===== src/rtl/jtkunio_pkg.sv =====
// Shared types for the kunio SDRAM arbiter: access owner encoding, FSM states
// and small one-hot helpers.
package jtkunio_pkg;

  typedef enum logic [2:0] {
    OWN_B0   = 3'd0,
    OWN_B1   = 3'd1,
    OWN_B2   = 3'd2,
    OWN_B3   = 3'd3,
    OWN_PROG = 3'd4
  } own_e;

  typedef enum logic [1:0] {
    ST_IDLE = 2'd0,
    ST_REQ  = 2'd1,
    ST_WAIT = 2'd2
  } st_e;

  // Owner to per-bank strobe mask; the download path has no bank bit.
  function automatic logic [3:0] own_onehot(input own_e own);
    logic [2:0] v;
    v = own;
    return (v == 3'd4) ? 4'b0000 : (4'b0001 << v[1:0]);
  endfunction

  // One-hot (at most one bit set) to bank index.
  function automatic logic [1:0] oh2idx(input logic [3:0] oh);
    logic [1:0] idx;
    idx = '0;
    for (int i = 0; i < 4; i++) begin
      if (oh[i]) idx = 2'(i);
    end
    return idx;
  endfunction

endpackage


===== src/rtl/jtkunio_rr4.sv =====
// 4-way round-robin picker: first requester at or after i_ptr (wrapping) wins.
module jtkunio_rr4 (
  input  logic [3:0] i_req,
  input  logic [1:0] i_ptr,
  output logic [3:0] o_grant,
  output logic       o_valid
);

  logic [1:0] w_idx;
  logic       w_found;

  // Scan the four positions starting at the pointer, keep the first hit.
  always_comb begin
    o_grant = '0;
    w_found = 1'b0;
    w_idx   = '0;
    for (int i = 0; i < 4; i++) begin
      w_idx = i_ptr + 2'(i);
      if (!w_found && i_req[w_idx]) begin
        o_grant[w_idx] = 1'b1;
        w_found        = 1'b1;
      end
    end
  end

  assign o_valid = |i_req;

endmodule


===== src/rtl/jtkunio_sdram_arb.sv =====
// SDRAM command port arbiter for the four ROM bank requesters and the
// download path. One access in flight; strobes are routed back to the owner.
module jtkunio_sdram_arb #(
  parameter int AW         = 22,
  parameter int PRIO0      = 1,
  parameter int STARVE_MAX = 4
) (
  input  logic          clk,
  input  logic          rst_n,
  input  logic [3:0]    ba_rd,
  input  logic [AW-1:0] ba0_addr,
  input  logic [AW-1:0] ba1_addr,
  input  logic [AW-1:0] ba2_addr,
  input  logic [AW-1:0] ba3_addr,
  output logic [3:0]    ba_ack,
  output logic [3:0]    ba_dst,
  output logic [3:0]    ba_dok,
  output logic [3:0]    ba_rdy,
  input  logic          downloading,
  input  logic          prog_we,
  input  logic          prog_rd,
  input  logic [AW-1:0] prog_addr,
  input  logic [1:0]    prog_ba,
  input  logic [15:0]   prog_data,
  input  logic [1:0]    prog_mask,
  output logic          prog_ack,
  output logic          prog_rdy,
  output logic          sdram_req,
  output logic          sdram_we,
  output logic [1:0]    sdram_ba,
  output logic [AW-1:0] sdram_addr,
  output logic [15:0]   sdram_din,
  output logic [1:0]    sdram_mask,
  input  logic          sdram_ack,
  input  logic          sdram_dst,
  input  logic          sdram_dok,
  input  logic          sdram_rdy
);
  import jtkunio_pkg::*;

  localparam int SW = (STARVE_MAX < 1) ? 1 : $clog2(STARVE_MAX + 1);

  st_e           r_state, w_state_nx;
  own_e          r_owner, w_own_nx;
  logic          r_we;
  logic [1:0]    r_ba;
  logic [AW-1:0] r_addr;
  logic [15:0]   r_din;
  logic [1:0]    r_mask;
  logic [1:0]    r_rr_ptr, w_rr_nx;
  logic [SW-1:0] r_starve, w_starve_nx;

  logic          w_load;
  logic          w_ld_we;
  logic [1:0]    w_ld_ba;
  logic [AW-1:0] w_ld_addr;
  logic [15:0]   w_ld_din;
  logic [1:0]    w_ld_mask;

  logic [3:0]    w_rr_grant;
  logic          w_rr_valid;
  logic          w_prio_win;
  logic [1:0]    w_bidx;
  logic [AW-1:0] w_bank_addr;
  logic [3:0]    w_own_oh;

  jtkunio_rr4 u_rr (
    .i_req   (ba_rd),
    .i_ptr   (r_rr_ptr),
    .o_grant (w_rr_grant),
    .o_valid (w_rr_valid)
  );

  // Bank 0 jumps the queue until it has won STARVE_MAX times in a row.
  assign w_prio_win = (PRIO0 != 0) && ba_rd[0] && (r_starve < SW'(STARVE_MAX));
  assign w_bidx     = w_prio_win ? 2'd0 : oh2idx(w_rr_grant);
  assign w_own_oh   = own_onehot(r_owner);

  // Address of the bank about to be granted.
  always_comb begin
    case (w_bidx)
      2'd0:    w_bank_addr = ba0_addr;
      2'd1:    w_bank_addr = ba1_addr;
      2'd2:    w_bank_addr = ba2_addr;
      default: w_bank_addr = ba3_addr;
    endcase
  end

  // FSM state register.
  always_ff @(posedge clk or negedge rst_n) begin
    if (!rst_n) r_state <= ST_IDLE;
    else        r_state <= w_state_nx;
  end

  // Arbitration, next state and owner-routed strobes.
  always_comb begin
    w_state_nx  = r_state;
    w_own_nx    = r_owner;
    w_rr_nx     = r_rr_ptr;
    w_starve_nx = r_starve;
    w_load      = 1'b0;
    w_ld_we     = 1'b0;
    w_ld_ba     = '0;
    w_ld_addr   = '0;
    w_ld_din    = '0;
    w_ld_mask   = '0;
    ba_ack      = '0;
    ba_dst      = '0;
    ba_dok      = '0;
    ba_rdy      = '0;
    prog_ack    = 1'b0;
    prog_rdy    = 1'b0;
    sdram_req   = 1'b0;
    case (r_state)
      ST_IDLE: begin
        if (downloading) begin
          // Banks stay pending while the ROM is being loaded.
          if (prog_we | prog_rd) begin
            w_load     = 1'b1;
            w_own_nx   = OWN_PROG;
            w_ld_we    = prog_we;
            w_ld_ba    = prog_ba;
            w_ld_addr  = prog_addr;
            w_ld_din   = prog_data;
            w_ld_mask  = prog_mask;
            w_state_nx = ST_REQ;
            if (!ba_rd[0]) w_starve_nx = '0;
          end
        end else if (w_rr_valid) begin
          w_load      = 1'b1;
          w_own_nx    = own_e'({1'b0, w_bidx});
          w_ld_ba     = w_bidx;
          w_ld_addr   = w_bank_addr;
          w_rr_nx     = w_bidx + 2'd1;
          w_starve_nx = w_prio_win ? r_starve + SW'(1) : '0;
          w_state_nx  = ST_REQ;
        end
      end
      ST_REQ: begin
        sdram_req = 1'b1;
        if (sdram_ack) begin
          ba_ack   = w_own_oh;
          prog_ack = (r_owner == OWN_PROG);
          if (sdram_rdy) begin
            ba_rdy     = w_own_oh;
            prog_rdy   = (r_owner == OWN_PROG);
            w_state_nx = ST_IDLE;
          end else begin
            w_state_nx = ST_WAIT;
          end
        end
      end
      ST_WAIT: begin
        ba_dst = w_own_oh & {4{sdram_dst}};
        ba_dok = w_own_oh & {4{sdram_dok}};
        if (sdram_rdy) begin
          ba_rdy     = w_own_oh;
          prog_rdy   = (r_owner == OWN_PROG);
          w_state_nx = ST_IDLE;
        end
      end
      default: w_state_nx = ST_IDLE;
    endcase
  end

  // Command latches and arbitration history, captured only at grant.
  always_ff @(posedge clk or negedge rst_n) begin
    if (!rst_n) begin
      r_owner  <= OWN_B0;
      r_we     <= 1'b0;
      r_ba     <= '0;
      r_addr   <= '0;
      r_din    <= '0;
      r_mask   <= '0;
      r_rr_ptr <= '0;
      r_starve <= '0;
    end else if (w_load) begin
      r_owner  <= w_own_nx;
      r_we     <= w_ld_we;
      r_ba     <= w_ld_ba;
      r_addr   <= w_ld_addr;
      r_din    <= w_ld_din;
      r_mask   <= w_ld_mask;
      r_rr_ptr <= w_rr_nx;
      r_starve <= w_starve_nx;
    end
  end

  assign sdram_we   = r_we;
  assign sdram_ba   = r_ba;
  assign sdram_addr = r_addr;
  assign sdram_din  = r_din;
  assign sdram_mask = r_mask;

endmodule

===== config.mk =====
export PLATFORM = sky130hd
export DESIGN_NAME = jtkunio_sdram_arb
export DESIGN_NICKNAME = d
export VERILOG_FILES = /design/src/rtl/jtkunio_pkg.sv /design/src/rtl/jtkunio_rr4.sv /design/src/rtl/jtkunio_sdram_arb.sv
export SDC_FILE = /design/constraint.sdc
export NUM_CORES = 1
export LEC_CHECK = 0
export ABC_AREA = 1
export CAP_MARGIN = 15
export CORE_MARGIN = 10
export CORE_UTILIZATION = 34
export CTS_CLUSTER_SIZE = 28
export DETAILED_ROUTE_END_ITERATION = 12
export GPL_ROUTABILITY_DRIVEN = 1
export HOLD_SLACK_MARGIN = 0.05
export PLACE_DENSITY = 0.8
export SKIP_LAST_GASP = 1
export SLEW_MARGIN = 15
export SYNTH_ARGS = -nofsm -noshare
export SYNTH_HDL_FRONTEND = slang
export SYNTH_SLANG_ARGS = --single-unit

===== constraint.sdc =====
create_clock -name clk -period 3.1 [get_ports clk]
set_input_delay 0.62 -clock clk [delete_from_list [all_inputs] [get_ports clk]]
set_output_delay 0.62 -clock clk [all_outputs]
set_load 0.02 [all_outputs]

==> results of run 1 <==
-- power by group --
part / switching, W / leakage (nW) / internal, W / total (W)
clock network: 0.000248 / 0.0423 / 0.000165 / 0.000413
logic: 0.00217 / 1.97 / 0.00184 / 0.00401
registers: 0.000180 / 0.668 / 0.00102 / 0.00120
total: 0.00260 / 2.68 / 0.00303 / 0.00563
-- what timing repair did --
item                       4_1_cts  5_1_grt
setup endpoints to repair        0       22
buffers inserted                 0        4
gates resized for setup          0       37
-- cell families (layout without fill, tap and decap cells) --
| logic type | Yosys count | after routing | synth area share [%] |
|---|---|---|---|
| fa+ha+maj | 15 | 15 | 5.488 |
| buf+inv | 57 | 276 | 6.440 |
| compound gates | 122 | 122 | 23.49 |
| flops | 53 | 53 | 38.79 |
| simple gates | 194 | 194 | 25.50 |
| mux | 1 | 1 | 0.2927 |
-- layout make-up --
class / instances / area share, %
Tap cell: 133 / 2.732
Timing Repair Buffer: 238 / 39.05
Inverter: 30 / 1.849
Multi-Input combinational cell: 332 / 33.03
Clock buffer: 5 / 1.130
Sequential cell: 53 / 21.77
Clock inverter: 3 / 0.4314
-- per-stage QoR --
stage / worst slack (ns) / TNS, ns / cells / power (W) / utilization (%)
6_report: 0.2632 / 0 / 794 / 0.005628 / 62.31
3_3_place_gp: -0.1990 / -3.011 / 780 / 0.004862 / 59.06
5_1_grt: 0.0009586 / 0 / 794 / 0.006086 / 62.31
2_1_floorplan: 0.1206 / 0 / 442 / 0.003352 / -
3_5_place_dp: -0.2847 / -4.792 / 780 / 0.004949 / 59.06
4_1_cts: 0.01415 / 0 / 788 / 0.005375 / 60.04
-- registers in the layout, indices dropped and copies added, names as in the netlist --
| register | cells |
|---|---|
| r_starve | 3 |
| sdram_din | 16 |
| sdram_mask | 2 |
| sdram_addr | 22 |
| sdram_ba | 2 |
| sdram_we | 1 |
| r_rr_ptr | 2 |
| r_owner | 3 |
| r_state | 2 |
-- per-layer routing --
layer / GRT usage (%) / vias up / wire length [microns]
li1: - / 1982 / -
met1: 19.06 / 1900 / 5486
met2: 30.88 / 165 / 6843
met3: 7.585 / 22 / 1394
met4: 5.430 / 0 / 381
met5: 0 / - / 0
-- cell usage in the layout, fill, tap and decap left out, types with 3 or more instances in the layout --
master / n
o21ai_1: 5
ha_1: 14
a32o_1: 18
clkdlybuf4s50_1: 199
o21ai_0: 44
inv_2: 4
nor2_2: 3
nor3_1: 22
buf_12: 3
a21oi_1: 25
dlymetal6s2s_1: 4
inv_1: 26
a221oi_1: 8
nor2_1: 23
nand2_1: 103
buf_4: 28
clkbuf_8: 5
a221oi_2: 14
nand3_1: 20
dfrtp_1: 53
nand2_2: 11
nand2_4: 3
-- how the worst max path moves through the flow --
stage | cells after the start | end | slack, ns
3_5_place_dp | 20 | sdram_addr[6]$_DFFE_PN0P_ | -0.28
3_3_place_gp | 20 | sdram_addr[9]$_DFFE_PN0P_ | -0.20
2_1_floorplan | 20 | sdram_addr[10]$_DFFE_PN0P_ | 0.12
4_1_cts | 20 | sdram_addr[6]$_DFFE_PN0P_ | 0.01
6_report | 22 | sdram_addr[1]$_DFFE_PN0P_ | 0.26
5_1_grt | 23 | sdram_addr[8]$_DFFE_PN0P_ | 0.001
-- worst max-delay path: stages (launching register included) --
cell,delay [ns]
dfrtp_1,0.37
inv_2,0.06
ha_4,0.28
inv_1,0.06
nand3_1,0.09
nand2_2,0.06
nand2_4,0.10
nor2_2,0.06
nand2_1,0.07
nand3_2,0.06
nor2_2,0.12
nand2_2,0.09
nand2_4,0.08
inv_1,0.06
ha_1,0.20
inv_2,0.10
clkbuf_16,0.16
buf_4,0.15
nand2_1,0.07
a221oi_2,0.18
nor3_1,0.09
a21oi_1,0.14
o21ai_0,0.08
==> run metrics, run 1 <==
status=complete, no violations; DR DRC count=0; Row Count=36; Slew HR=48.01%; CP Class=flip-flop to flip-flop; critical path fanouts, max=10; Core ar.=9774 sq um; layout cells sized above 1=between 10% and 20%; Async SR Flop Fraction=between 90% and 100%; TritonCTS clock tree=yes; number of fill cells in the layout=about 860; die width=about 120 microns; GP Congestion=0.8579; critical path capture point type=flip-flop; nets=a little over 800; Antenna Cells=0; # Max-Cap Violations=0; detailed placer's ending HPWL=roughly 11000 microns; Seq. cell area=about 1300 sq um; synth warn=0; setup slack, reg-to-reg=about 0.26 ns; cell area after synthesis=3420 sq um; CTS root buffer=clkbuf_8; Hold Buf Count CTS=0; Leakage=roughly 2.7 nW; post-synthesis sequential area ratio=38.79%; mean post-synth cell area=~7.7 sq um; Yosys cell types=32; TritonRoute pass-1 iters=4; critical path arrival=roughly 3.0 ns; Synth top area share=between 30 and 40%; Worst R2R End=sdram_addr[1]$_DFFE_PN0P_; Clock Pin Slew Worst Setup and Hold Paths=around 0.11 ns; Finish-stage setup viols=0; Design Area, Final=about 6100 sq um; Max Fclk=about 0.35 GHz; H-tree levels=2; startpoint types=flip-flop; I/O pins=roughly 210; Hold Crit Class=input pin to asynchronous set/reset pin; largest net degree at the start of global routing=37; IO Port Bufs=roughly 200; Die H=around 120 microns; die area=between 10000 and 15000 sq um; Synth Flop Type=dfrtp_1; remaining antenna violation count=0; DRT Wirelength=~14000 microns; initial antenna violation count=0; crit share post-route=91.51%; top area cells in the synthesized netlist=dfrtp_1 39%, nand2_1 12%, o21ai_0 7.2%, a221oi_1 5.6%, ha_1 5.5%; Clock Skew=0.005726 ns; Worst-Margin Slew=0.7799 ns; CTS Buf Count=5; CP Launch Point=r_rr_ptr[1]$_DFFE_PN0P_; Crit path required time=between 3 and 4 ns; Post-synth EDFFs=0; most frequent cells after synthesis=109 x nand2_1, 53 x dfrtp_1, 49 x o21ai_0, 27 x inv_1; worst hold margin=between 0.2 and 0.3 ns; Synth area leader=dfrtp_1; Gate Count Post-Synth=around 440; vias=~4100; most frequent cell after synthesis=nand2_1; post-synthesis register bit count=between 50 and 60; Mapped Nets=600; Worst-Skew Late Latency=0.31 ns; RSZ-0062 raised after global routing=no; global-route wire length before repair=around 21000 microns; FF-to-FF Start=r_rr_ptr[1]$_DFFE_PN0P_; Placed Area=5773 sq um; min Tclk post-route=approximately 2.8 ns; vias in the first global route=4208; final hold viol count=0; clock sink total=53; routed len/inst=~18 microns; Power Dens Cells=924.0 nW/um^2; Initial Utilization=34.98%; DR vias/cell=between 5 and 6; gr usage total=between 10% and 20%; area growth from synthesis to layout=78.12%; multi-input combinational cell area=between 2000 and 2500 sq um; Max Buffers Root-to-Sink=2; DRT iter0 DRCs=approximately 230; Slew Viols, Final=0; worst vdd ir=around 0.52 mV; FF-to-FF path depth=22; grt ovf=0
No activity file was read; power rests on OpenSTA's default activity.
==> inputs of run 2 (changes only) <==
--- a/config.mk
+++ b/config.mk
@@ -12,7 +12,7 @@
 export CTS_CLUSTER_SIZE = 28
 export DETAILED_ROUTE_END_ITERATION = 12
 export GPL_ROUTABILITY_DRIVEN = 1
-export HOLD_SLACK_MARGIN = 0.05
+export HOLD_SLACK_MARGIN = 0.02
 export PLACE_DENSITY = 0.8
 export SKIP_LAST_GASP = 1
 export SLEW_MARGIN = 15
==> results of run 2 <==
The final DEF is identical to that of run 1; final timing and power are the same.
==> variant 1: new RTL, config.mk and constraints of run 2 <==
`AW`: 22 -> 11.
--- a/src/rtl/jtkunio_sdram_arb.sv
+++ b/src/rtl/jtkunio_sdram_arb.sv
@@ -1,7 +1,7 @@
 // SDRAM command port arbiter for the four ROM bank requesters and the
 // download path. One access in flight; strobes are routed back to the owner.
 module jtkunio_sdram_arb #(
-  parameter int AW         = 22,
+  parameter int AW         = 11,
   parameter int PRIO0      = 1,
   parameter int STARVE_MAX = 4
 ) (
Interface: changed (6 resized); port bits go from 205 to 139. No check against the original RTL was run, so the function may have changed too.
==> variant 1 against run 2 <==
- synthesized area is 20% lower
- sequential cell count is 11 lower
- final area is 26% lower
- worst setup slack worse by 0.091 ns
- power is 21% lower
- critical endpoint is now sdram_addr[3]
- first-iteration DRC count is 45% lower
- fmax is 3.1% lower
- largest cell class is now multi-input combinational cells
- wire length is 33% lower
==> variant 1: results (changes against run 2) <==
Synth Flop Type dfrtp_1 (unchanged); nets@finish 579 (was 818); Syn. warnings 0 (unchanged); root buf cell clkbuf_8 (unchanged); DR vias 3,009 (was 4,069); final setup vio count 0 (unchanged); CTS Buffer Depth 2 (unchanged); Synth area leaders dfrtp_1, nand2_1, o21ai_0 (unchanged); cts bufs inserted 5 (unchanged); DP Area 4290 um^2 (was 5770 um^2); Worst R2R Start r_rr_ptr[0] (was r_rr_ptr[1]); Post-Syn Instances 332 (was 442); H-Tree Depth 2 (unchanged); Hold Path Class primary input to async pin (unchanged); # port buffers 138 (was 204); routed wire length 9.47 mm (was 14.1 mm); Critical R2R Capture sdram_addr[3] (was sdram_addr[1]); FFs w/ async S/R, synth 1.00 (unchanged); Vias/cell 5.20 (was 5.12); status completed (unchanged); first-pass GRT wire length 14.6 mm (was 21.4 mm); Seq/Total Area, Yosys 0.386 (was 0.388); initial DRC count 125 (was 229); Critical path origin ba_rd[2] (was r_rr_ptr[1]); clk_lat worst skew roughly 0.3 ns; relative slew slack 0.380 (was 0.480); post-DP HPWL 7.53 mm (was 11.4 mm); Max Clock Skew 0.00784 ns (was 0.00573 ns); GRT Overall Usage 0.147 (was 0.177); P_leak 2.02 nW (was 2.68 nW); initial antenna violation count 0 (unchanged); gp weighted congestion 0.882 (was 0.858); Pre-antenna DRT Iters 4 (unchanged); largest net degree at the start of global routing 43 (was 37); Synth Net Count 435 (was 600); peak supply drop 0.443 mV (was 0.523 mV); worst-path fanout max 11 (was 10); FF-to-FF path depth 17 (was 22); layout cells sized above 1 0.128 (was 0.136); Netlist cell types 30 (was 32); R2R Setup Slk 0.21 ns (was 0.26 ns); Synth top cells by count nand2_1, dfrtp_1, o21ai_0 (unchanged); Reg clk slew, reported paths 0.09 ns (was 0.11 ns); Inst Count DP 570 (was 780); critical setup path kind primary input to register (was register to register); n_diodes 0 (unchanged); Largest register FFs 16 (was 22); postcts setup bufs 0 (unchanged); WP data arrival 3.12 ns (was 3.03 ns)
[variant 1: changes by cell type after synthesis, moves of 11 or more]
cell and delta:
nand2_1 -48, nor3_1 -23, a21oi_1 -11, a221oi_1 -11
a22o_1 +11, dfrtp_1 -11
[variant 1: cells by family after synthesis]
| group | after synthesis | synth area share |
|---|---|---|
| AOI/OAI and AO/OA | 99 | 0.251 |
| muxes | 1 | 0.00367 |
| DFF | 42 | 0.386 |
| and+or+nand+nor | 128 | 0.224 |
| adders and majority gates | 15 | 0.0689 |
| buffers and inverters | 47 | 0.0670 |
[variant 1: worst min path at each step]
stage	startpoint	endpoint	slack, ns	cells past startpoint
2_1_floorplan	rst_n	r_owner[0]	0.32	0
3_3_place_gp	sdram_we	sdram_we	0.46	2
3_5_place_dp	sdram_din[14]	sdram_din[14]	0.48	1
4_1_cts	rst_n	sdram_din[3]	0.49	1
5_1_grt	sdram_din[4]	sdram_din[4]	0.51	1
6_report	rst_n	sdram_din[1]	0.46	1
[variant 1: critical path, cell delays in order]
cell and delay (ns):
clkdlybuf4s50_1 0.51, nand2_1 0.08, nand3_1 0.08, nand2_1 0.09, nand2_4 0.11, inv_2 0.05, nand3_1 0.06, nand3_1 0.09
nor2_2 0.15, nand2_1 0.08, nand2_2 0.09, inv_2 0.05, ha_1 0.37, a221oi_2 0.35, o21ai_1 0.14, a22o_1 0.19
[variant 1: report_power, final]
| group | switching, mW | leakage [nW] | total [mW] | internal (mW) |
|---|---|---|---|---|
| Combinational | 1.65 | 1.42 | 2.98 | 1.33 |
| Sequential | 0.151 | 0.534 | 0.961 | 0.810 |
| Clock | 0.193 | 0.0683 | 0.515 | 0.323 |
[variant 1: what timing repair did]
action,CTS,global route
gates resized for setup,0,20
endpoints found under the hold margin,0,0
hold buffers,0,0
endpoints found under the setup margin,0,11
[variant 1: area by class of cell]
type | instances | area (um^2)
inverter | 28 | 108
clock inverter | 3 | 68.8
timing repair buffer | 156 | 1550
multi-input combinational | 243 | 1550
clock buffer | 5 | 68.8
fill | 690 | 3250
sequential | 42 | 1050
tap | 102 | 128
[variant 1: per-layer routing]
metal,track usage,wire [um]
met1,0.184,4030
met2,0.241,4370
met3,0.0415,946
met4,0.0418,127
met5,0,0
[variant 1: through the flow]
stage	power, mW	setup slack [ns]
after floorplan	2.71	0.184
after global placement	3.73	-0.0749
after detailed placement	3.81	-0.188
after CTS	4.34	0.0941
after global routing	4.81	-0.0397
final	4.46	0.172
==> variant 2: new RTL, flow settings as in run 2 <==
Made on the original files. Re-encode `st_e` (3 values) as one-hot, 3 bits wide.
--- a/src/rtl/jtkunio_pkg.sv
+++ b/src/rtl/jtkunio_pkg.sv
@@ -10,10 +10,10 @@
     OWN_PROG = 3'd4
   } own_e;
 
-  typedef enum logic [1:0] {
-    ST_IDLE = 2'd0,
-    ST_REQ  = 2'd1,
-    ST_WAIT = 2'd2
+  typedef enum logic [2:0] {
+    ST_IDLE = 3'b001,
+    ST_REQ  = 3'b010,
+    ST_WAIT = 3'b100
   } st_e;
 
   // Owner to per-bank strobe mask; the download path has no bank bit.
Behaviour: no difference found for any inputs over 4 cycles, from zero or initial values and one cycle with rst_n low; so few cycles prove little.
==> variant 2 against run 2 <==
- sequential cell count grew 1
- synthesized area grew 15%
- worst setup slack got worse by 0.073 ns
- global-route usage increased by 0.24 points
- wire length grew 10%
- power rose by 2.0%
- critical path type is now primary input to register
- count of clock-buffer cells in the layout stayed put
- fmax fell by 2.5%
- largest cell class unchanged
- final area grew 5.5%
==> variant 2: results (changes against run 2) <==
status completed (unchanged); crit start category primary input (was register); # port buffers 204 (unchanged); hold buffers post-CTS 0 (unchanged); initial DRC count 278 (was 229); nets@finish 891 (was 818); FF-to-FF path depth 22 (unchanged); root buf cell clkbuf_16 (was clkbuf_8); R2R Setup Slk 0.29 ns (was 0.26 ns); Synth Flop Type dfrtp_1 (unchanged); Pre-antenna DRT Iters 4 (unchanged); DR vias 4,432 (was 4,069); H-Tree Depth 2 (unchanged); Synth area leaders dfrtp_1, nand2_1, a21oi_1 (was dfrtp_1, nand2_1, o21ai_0); DP Area 6150 um^2 (was 5770 um^2); hold violation total from the final report 0 (unchanged); Reg clk slew, reported paths 0.08 ns (was 0.11 ns); WP data arrival 3.10 ns (was 3.03 ns); n_diodes 0 (unchanged); FFs w/ async S/R, synth 1.00 (unchanged); peak supply drop 0.369 mV (was 0.523 mV); layout cells sized above 1 0.127 (was 0.136); Largest register FFs 22 (unchanged); cts bufs inserted 5 (unchanged); Synth top cells by count nand2_1, dfrtp_1, inv_1 (was nand2_1, dfrtp_1, o21ai_0); Syn. warnings 0 (unchanged); Critical path origin ba_rd[1] (was r_rr_ptr[1]); GRT Overall Usage 0.180 (was 0.177); clk_lat worst skew 0.29 ns (was 0.31 ns); vias in the first global route 4,798 (was 4,208); clk sink count 54 (was 53); Synth Net Count 683 (was 600); wire length per cell after detailed routing 17.6 um (was 17.8 um); Max Clock Skew 0.0131 ns (was 0.00573 ns); gp weighted congestion 0.863 (was 0.858); Hold Path Class primary input to async pin (unchanged); P_leak 3.05 nW (was 2.68 nW); CTS Buffer Depth 2 (unchanged); largest net degree at the start of global routing 52 (was 37); Netlist cell types 36 (was 32); post-DP HPWL 11.7 mm (was 11.4 mm); first-pass GRT wire length 24.2 mm (was 21.4 mm); Worst-Margin Slew 0.684 ns (was 0.780 ns); worst-path fanout max 22 (was 10); Critical R2R Capture sdram_addr[0] (was sdram_addr[1]); Worst R2R Start r_rr_ptr[0] (was r_rr_ptr[1]); initial antenna violation count 0 (unchanged); Critical Path End sdram_addr[11] (was sdram_addr[1]); Seq/Total Area, Yosys 0.343 (was 0.388)
[variant 2: worst min-delay path by stage]
stage               slack [ns]   from              to
floorplan                 0.32  rst_n      r_owner[0]
global placement          0.43  rst_n  sdram_addr[21]
detailed placement        0.42  rst_n  sdram_addr[12]
CTS                       0.11  rst_n  sdram_addr[12]
global route              0.10  rst_n  sdram_addr[12]
finish                    0.11  rst_n  sdram_addr[12]
[variant 2: what timing repair did]
item	4_1_cts	5_1_grt
resized for setup	0	18
setup endpoints to repair	0	23
setup buffers	0	4
[variant 2: per-layer routing]
| metal | track usage | vias up | wire, um |
|---|---|---|---|
| li1 | - | 2174 | - |
| met1 | 0.191 | 2087 | 5880 |
| met2 | 0.323 | 154 | 8030 |
| met3 | 0.0682 | 17 | 1360 |
| met4 | 0.0523 | 0 | 281 |
| met5 | 0 | - | 0 |
[variant 2: critical path: stages]
cell and delay (ns):
clkdlybuf4s50_1 0.53, nand2_1 0.10, nand3_2 0.12, nand2_4 0.08
nand2_4 0.09, inv_2 0.05, nand3_1 0.08, nand2_1 0.07
nor2_2 0.10, nand2_1 0.09, nand2_4 0.08, inv_1 0.06
ha_1 0.21, buf_12 0.18, a221oi_1 0.28, nand2_1 0.10
nand2_1 0.07, nand2_1 0.05, nand2_1 0.08, nand2_1 0.04
[variant 2: area by class of cell]
type / instances / area, um^2
Clock buffer: 5 / 125
Clock inverter: 3 / 26.3
Fill cell: 1055 / 4940
Inverter: 52 / 195
Multi-Input combinational cell: 393 / 2250
Sequential cell: 54 / 1360
Tap cell: 143 / 179
Timing Repair Buffer: 231 / 2300
[variant 2: metrics by stage]
stage	power (mW)	setup WS (ns)	instances
2_1_floorplan	3.70	0.112	529
5_1_grt	6.22	-0.00444	881
3_3_place_gp	4.88	-0.175	869
4_1_cts	5.61	0.0506	877
6_report	5.74	0.190	881
3_5_place_dp	4.99	-0.201	869
[variant 2: cells by family (layout without fill, tap and decap cells)]
| logic type | after synthesis | count (layout) | synth area share |
|---|---|---|---|
| buffers and inverters | 82 | 291 | 0.112 |
| DFF | 54 | 54 | 0.343 |
| AOI/OAI and AO/OA | 104 | 104 | 0.180 |
| adders and majority gates | 11 | 11 | 0.0349 |
| and+or+nand+nor | 278 | 278 | 0.330 |
[variant 2: where the power goes]
| part | leakage (nW) | switching (mW) | internal (mW) | total, mW |
|---|---|---|---|---|
| Clock | 0.0748 | 0.278 | 0.308 | 0.586 |
| Sequential | 0.683 | 0.192 | 1.01 | 1.20 |
| Combinational | 2.29 | 2.26 | 1.69 | 3.95 |
